<file path="src/rtl/image_ram_arbiter.sv">
// Three-way image RAM arbiter: round-robin with a lock that holds one owner; registered RAM port.
// Grant is combinational; a read returns rvalid two cycles after accept; losers hold their request.
module image_ram_arbiter #(
  parameter int ADDR_WIDTH = 12,
  parameter int DATA_WIDTH = 8
) (
  input  logic                    clk,
  input  logic                    rst,
  input  logic [2:0]              req,
  input  logic [2:0]              lock,
  input  logic [2:0]              we,
  input  logic [3*ADDR_WIDTH-1:0] addr,
  input  logic [3*DATA_WIDTH-1:0] wdata,
  output logic [2:0]              gnt,
  output logic [2:0]              rvalid,
  output logic [DATA_WIDTH-1:0]   rdata,
  output logic                    ram_en,
  output logic                    ram_we,
  output logic [ADDR_WIDTH-1:0]   ram_addr,
  output logic [DATA_WIDTH-1:0]   ram_wdata,
  input  logic [DATA_WIDTH-1:0]   ram_rdata
);

  typedef enum logic {ARB, LOCKED} state_t;

  state_t     state, state_nxt;
  logic [1:0] owner, owner_nxt;
  logic [1:0] rr, rr_nxt;
  logic [1:0] sel, cand;
  logic       acc;
  logic [2:0] rd_tag;

  function automatic logic [1:0] add3(input logic [1:0] a, input logic [1:0] b);
    logic [2:0] s;
    s = {1'b0, a} + {1'b0, b};
    return (s >= 3'd3) ? 2'(s - 3'd3) : s[1:0];
  endfunction

  always_comb begin
    state_nxt = state;
    owner_nxt = owner;
    rr_nxt    = rr;
    sel       = 2'd0;
    cand      = 2'd0;
    acc       = 1'b0;
    if (state == ARB) begin
      for (int k = 0; k < 3; k++) begin
        cand = add3(rr, 2'(k));
        if (!acc && req[cand]) begin
          acc = 1'b1;
          sel = cand;
        end
      end
      if (acc) begin
        rr_nxt = add3(sel, 2'd1);
        if (lock[sel]) begin
          state_nxt = LOCKED;
          owner_nxt = sel;
        end
      end
    end else begin
      // The releasing cycle still serves the owner; rr resumes just after it.
      sel = owner;
      acc = req[owner];
      if (!lock[owner]) begin
        state_nxt = ARB;
        rr_nxt    = add3(owner, 2'd1);
      end
    end
    acc = acc & rst;
  end

  assign gnt   = acc ? (3'b001 << sel) : 3'b000;
  assign rdata = ram_rdata;

  always_ff @(posedge clk or negedge rst) begin
    if (!rst) begin
      state     <= ARB;
      owner     <= 2'd0;
      rr        <= 2'd0;
      ram_en    <= 1'b0;
      ram_we    <= 1'b0;
      ram_addr  <= '0;
      ram_wdata <= '0;
      rd_tag    <= 3'b000;
      rvalid    <= 3'b000;
    end else begin
      state  <= state_nxt;
      owner  <= owner_nxt;
      rr     <= rr_nxt;
      ram_en <= acc;
      ram_we <= acc & we[sel];
      if (acc) begin
        ram_addr  <= addr[int'(sel)*ADDR_WIDTH +: ADDR_WIDTH];
        ram_wdata <= wdata[int'(sel)*DATA_WIDTH +: DATA_WIDTH];
      end
      rd_tag <= (acc && !we[sel]) ? gnt : 3'b000;
      rvalid <= rd_tag;
    end
  end

endmodule

</file>
<file path="config.mk">
export PLATFORM = sky130hd
export DESIGN_NAME = image_ram_arbiter
export DESIGN_NICKNAME = d
export VERILOG_FILES = /design/src/rtl/image_ram_arbiter.sv
export SDC_FILE = /design/constraint.sdc
export NUM_CORES = 1
export LEC_CHECK = 0
export ABC_AREA = 1
export BUFFER_PORTS_ARGS = -buffer_cell sky130_fd_sc_hd__buf_2
export CAP_MARGIN = 20
export CORE_ASPECT_RATIO = 0.7
export CORE_UTILIZATION = 46
export DETAILED_ROUTE_END_ITERATION = 10
export GPL_TIMING_DRIVEN = 0
export PLACE_DENSITY = 0.88
export SYNTH_ARGS = -nofsm -noshare
export SYNTH_HDL_FRONTEND = slang
export SYNTH_SLANG_ARGS = --single-unit
</file>
<file path="constraint.sdc">
create_clock -name clk -period 2.5 [get_ports clk]
set_clock_uncertainty 0.1 [all_clocks]
set_input_delay 0.25 -clock clk [delete_from_list [all_inputs] [get_ports clk]]
set_output_delay 0.25 -clock clk [all_outputs]
set_load 0.05 [all_outputs]
</file>
==> Yosys cells after proc, flatten, opt, wreduce, memory -nomap -nowiden <==
Index checks and enable logic that the tools add are counted.
{ "op_classes": {"add_sub_neg": 9, "n_lt_le_gt_ge": 11, "bitwise_logic": 3, "eq_ne": 1, "shift": 3, "n_reduce_logical": 9, "n_mul": 1, "mux": 40} }
{ "ops": {"columns": ["cell", "n"], "rows": [
  ["variable part select 36 x 7 -> 12 bit", 1],
  ["two-way mux 2 bit", 13],
  ["variable part select 24 x 6 -> 8 bit", 1],
  ["less-than comparator 2 x 3 -> 1 bit, second input constant", 6],
  ["two-way mux 1 bit", 18],
  ["binary-select mux 1 bit (select 2 bit)", 7],
  ["greater-or-equal comparator 3 x 2 -> 1 bit, second input constant", 4],
  ["subtractor 2 bit, second input constant", 5],
  ["adder 2 x 1 -> 3 bit, second input constant", 3],
  ["two-way mux 3 bit", 2],
  ["multiplier 2 x 2 -> 4 bit, second input constant", 1],
  ["adder 2 x 2 -> 3 bit, second input constant", 1],
  ["logical AND 1 bit", 3],
  ["zero test 1 bit", 3],
  ["AND reduction 3 bit", 1],
  ["left shift 1 x 2 -> 3 bit, first input constant", 1],
  ["bitwise AND 1 bit", 2],
  ["greater-or-equal comparator 2 bit, second input constant", 1],
  ["inequality test 2 bit, second input constant", 1],
  ["AND reduction 2 bit", 1],
  ["nonzero test 2 bit", 1],
  ["NOT 1 bit", 1]
]} }
{ "word_totals": {"in_bits": 79, "output_inout_bits": 36, "regBits": 33, "word_cells": 86} }

==> Depth between registers and ports, before layout <==
{ "depth": {"ltp_word": 20, "depth_mapped": 17, "ltp_nobuf": 16} }

==> Worst setup path after synthesis <==
OpenSTA, ideal clock, no wires.
{ "synth_timing": {"path_kind": "register to output", "start": "reg rr[0]", "end": "out gnt[2]", "required_time_ps": 2150, "stages_incl_launch_ff": 11, "n_path_buf": 1, "slack_ps": -542, "arrival_time_ps": 2692, "cell_sequence": "dfrtp_1 inv_1 ha_1 nor2_1 nand2_1 nand2_1 inv_1 nand4_1 nand3_1 clkbuf_1 nor3_1"} }
{ "synth_between": {"elab_chain_cells": 17} }
{ "synth_rtl": {"columns": ["element", "line_no", "source"], "rows": [
  ["from (decl)", "28", "logic [1:0] rr, rr_nxt;"],
  ["from (signal assigned)", "90", "rr <= rr_nxt;"],
  ["parallel branches: the longest is 16 deep, another holds adder 2 x 1 -> 3 bit", null, null],
  ["two-way mux 3 bit (*)", "73", "assign gnt = acc ? (3'b001 << sel) : 3'b000;"],
  ["to (decl)", "14", "output logic [2:0] gnt,"]
]} }
Every way passes the cells marked *. The select of a mux whose other input is x is not followed.

==> Worst setup path after layout <==
{ "layout_timing": {"start": "reg rr[1]", "end": "out gnt[2]"} }
The elaborated chain is that of the path after synthesis.

==> metrics.md <==
| Metric | Value |
|---|---|
| DR vias | 2779 |
| CTS Sinks | 33 |
| Minimum clock period | 2624 ps |
| Synthesized area per cell | 7.268 sq um |
| DRC Markers | 0 |
| Distinct cells, synth | 25 |
| RSZ-0062 raised after global routing | yes |
| Area growth syn-to-layout | 48.52% |
| Setup ws final | -123.6 ps |
| R2R setup slack | -20 ps |
| WL per Instance | 14.76 microns |
| CP most frequent cell | nand2_2 |
| CTS tree | done |
| WS Path Type | reg2out |
| Hold Slack | 99.66 ps |
| CP max stage delay | 430 ps |
| Setup violations, final | 12 |
| Layout Nets | 538 |
| Fmax | 381.2 MHz |
| Crit path required time | 2150 ps |
| Worst path buffer plus inverter count | 5 |
| CTS root buf | clkbuf_8 |
| Cell taking the most area after synthesis | dfrtp_1 |
| FILL cells | 339 |
| Netlist Area Pre-Place | 2318 sq um |
| CP Data Arrival Time | 2270 ps |
| Layout cells sized above 1 | 44.62% |
| Clock buffer depth | 2 |
| Crit end category | output pin |
| Fin util | 71.61% |
| Final Max Tran Viols | 0 |
| Pin count of the biggest net entering global routing | 34 |
| Post-synth ARST share | 100.0% |
| Max IR drop VDD | 0.9597 mV |
| #FFs+latches synth | 33 |
| I/O pins | 115 |
| Die ar. | 5333 sq um |
| Initial antenna violation count | 0 |
| MaxCap Viol Count | 0 |
| ANT cells | 0 |
| Pwr Density | 1707 nW/um^2 |
| HPWL Detailed | 4.780 mm |
| EDFF count, synth | 0 |
| Worst skew pair latency | 280 ps |
| WL final | 7.733 mm |
| Slew headroom | 68.39% |
| Pre-antenna DRT Iters | 5 |
| Setup TNS | -457.4 ps |
| Overflow after GRT | 0 |
| Period utilisation layout | 104.9% |
| First-pass GRT wire length | 10.55 mm |
| Top-count cell post-synth | nand2_1 |
| Startpoint Class | flop |
| Ranking of synthesized cells by area | dfrtp_1 36%, nand3_1 15%, nand2_1 12%, inv_1 6.8%, nand3b_1 6.5% |
| Vias in the first global route | 2329 |
| Failing checks | negative setup slack |
| Worst-Margin Slew | 474.2 ps |
| Synth top area share | 35.62% |
| Crit-path cells | inv_2 -> ha_4 -> inv_4 -> nand2_2 -> nand3_2 -> nand2_4 -> inv_4 -> nand2_2 -> nand2_2 -> nor2_4 -> nand2_2 -> nand2_4 -> inv_4 -> nor3_4 -> buf_6 |
| Total GRT Usage | 26.42% |
| Die H | 61.40 microns |
| Hold Vio Cnt, Final | 0 |
| DRT iter0 DRCs | 375 |
| Non-Filler Instances | 524 |
| Largest delay contributor family on the critical path | simple AND/OR/NAND/NOR gates |
| Crit path max fanout | 6 |
| GP Congestion | 0.8641 |
| CTS Buf Count | 5 |
| Warnings, synthesis | 0 |
| Status | finished, violations left |
| Syn nets | 403 |
| Placed insts | 494 |
| Post-Synthesis Cells | 319 |
| IO buf count | 106 |
| Detail Route Antenna Nets | 0 |
| Die width | 86.86 microns |
| Core Region | 4808 sq um |
| Static Leak | 1.904 nW |
| Ys flop type | dfrtp_1 |
| HP Class | in2reg |
| Worst-path clk slew | 70 ps |
| CP max stage cell | dfrtp_1 |
| FP Rows | 21 |
| Synth cell count leaders | 75 x nand2_1, 71 x nand3_1, 42 x inv_1 |
| Clock H-tree levels | 2 |
| Place WS | -245.7 ps |
| Starting Density | 48.22% |
| Sequential element share of the synthesized area | 35.62% |
| DR vias/cell | 5.303 |
[cell type report]
cell class	count	area [sq um]	share of cell area, %
plain buffers	22	177.7	5.160
repair buffers	128	737.0	21.40
clock inverters	1	30.03	0.8721
clock buffers	7	86.33	2.507
multi-input cells	218	1318	38.26
well taps	69	86.33	2.507
flip-flops and latches	33	825.8	23.98
inverters	46	182.7	5.305
[timing repair]
action,in CTS,in global routing
pin swaps,11,15
resized for setup,36,19
hold buffers,2,0
endpoints found under the setup margin,3,16
hold endpoints to repair,33,0
setup buffers,13,7
[cells in the final DEF (no fill, tap or decap), types with 6 or more instances in the layout]
cell / n
dfrtp_1: 33
buf_2: 104
buf_4: 32
nand3_2: 9
clkbuf_8: 7
nor2_1: 7
nand2_1: 65
nand2_2: 13
nand3_1: 66
buf_6: 6
nand3b_1: 20
o21ai_0: 8
inv_1: 38
[metrics by stage]
| stage | cell area (sq um) | power (mW) |
|---|---|---|
| floorplan | 2330 | 3.631 |
| global placement | 2947 | 4.307 |
| detailed placement | 2947 | 4.400 |
| CTS | 3318 | 5.373 |
| global route | 3443 | 6.228 |
| finish | 3443 | 5.876 |
[metal layers]
metal	part of all wire (%)	track usage [%]
met4	3.5	10.71
met1	40	34.34
met3	9.1	6.434
met5	0	0
met2	47	43.31
[worst min-delay path: stages]
cell and delay (ps):
buf_2 80, nand3_1 60, nand3_1 60
[cell families after synthesis]
family	after synthesis	share of synthesized area [%]
fa+ha+maj	5	2.698
flops	33	35.62
simple gates	196	43.17
buf+inv	68	14.14
compound gates	17	4.371
[state kept, by name (all words and copies together), names as in the netlist]
register / flops
ram_we: 1
rd_tag: 3
rvalid: 3
ram_en: 1
ram_wdata: 8
ram_addr: 12
state: 1
rr: 2
owner: 2
[final timing paths]
check	from	endpoint	cells after the start
max in group asynchronous	rst	ram_addr[4]	3
max	rr[1]	gnt[2]	15
min in group asynchronous	rst	ram_wdata[2]	3
min	wdata[20]	ram_wdata[4]	3
max reg2reg	rr[1]	ram_wdata[3]	17
min reg2reg	rd_tag[0]	rvalid[0]	0
[power breakdown]
| group | internal, mW | leakage [nW] | switching (mW) |
|---|---|---|---|
| clock | 0.325 | 0.0585 | 0.193 |
| combinational | 1.52 | 1.43 | 2.92 |
| sequential | 0.778 | 0.419 | 0.146 |
Note: power is estimated with default switching activity, not from simulation.
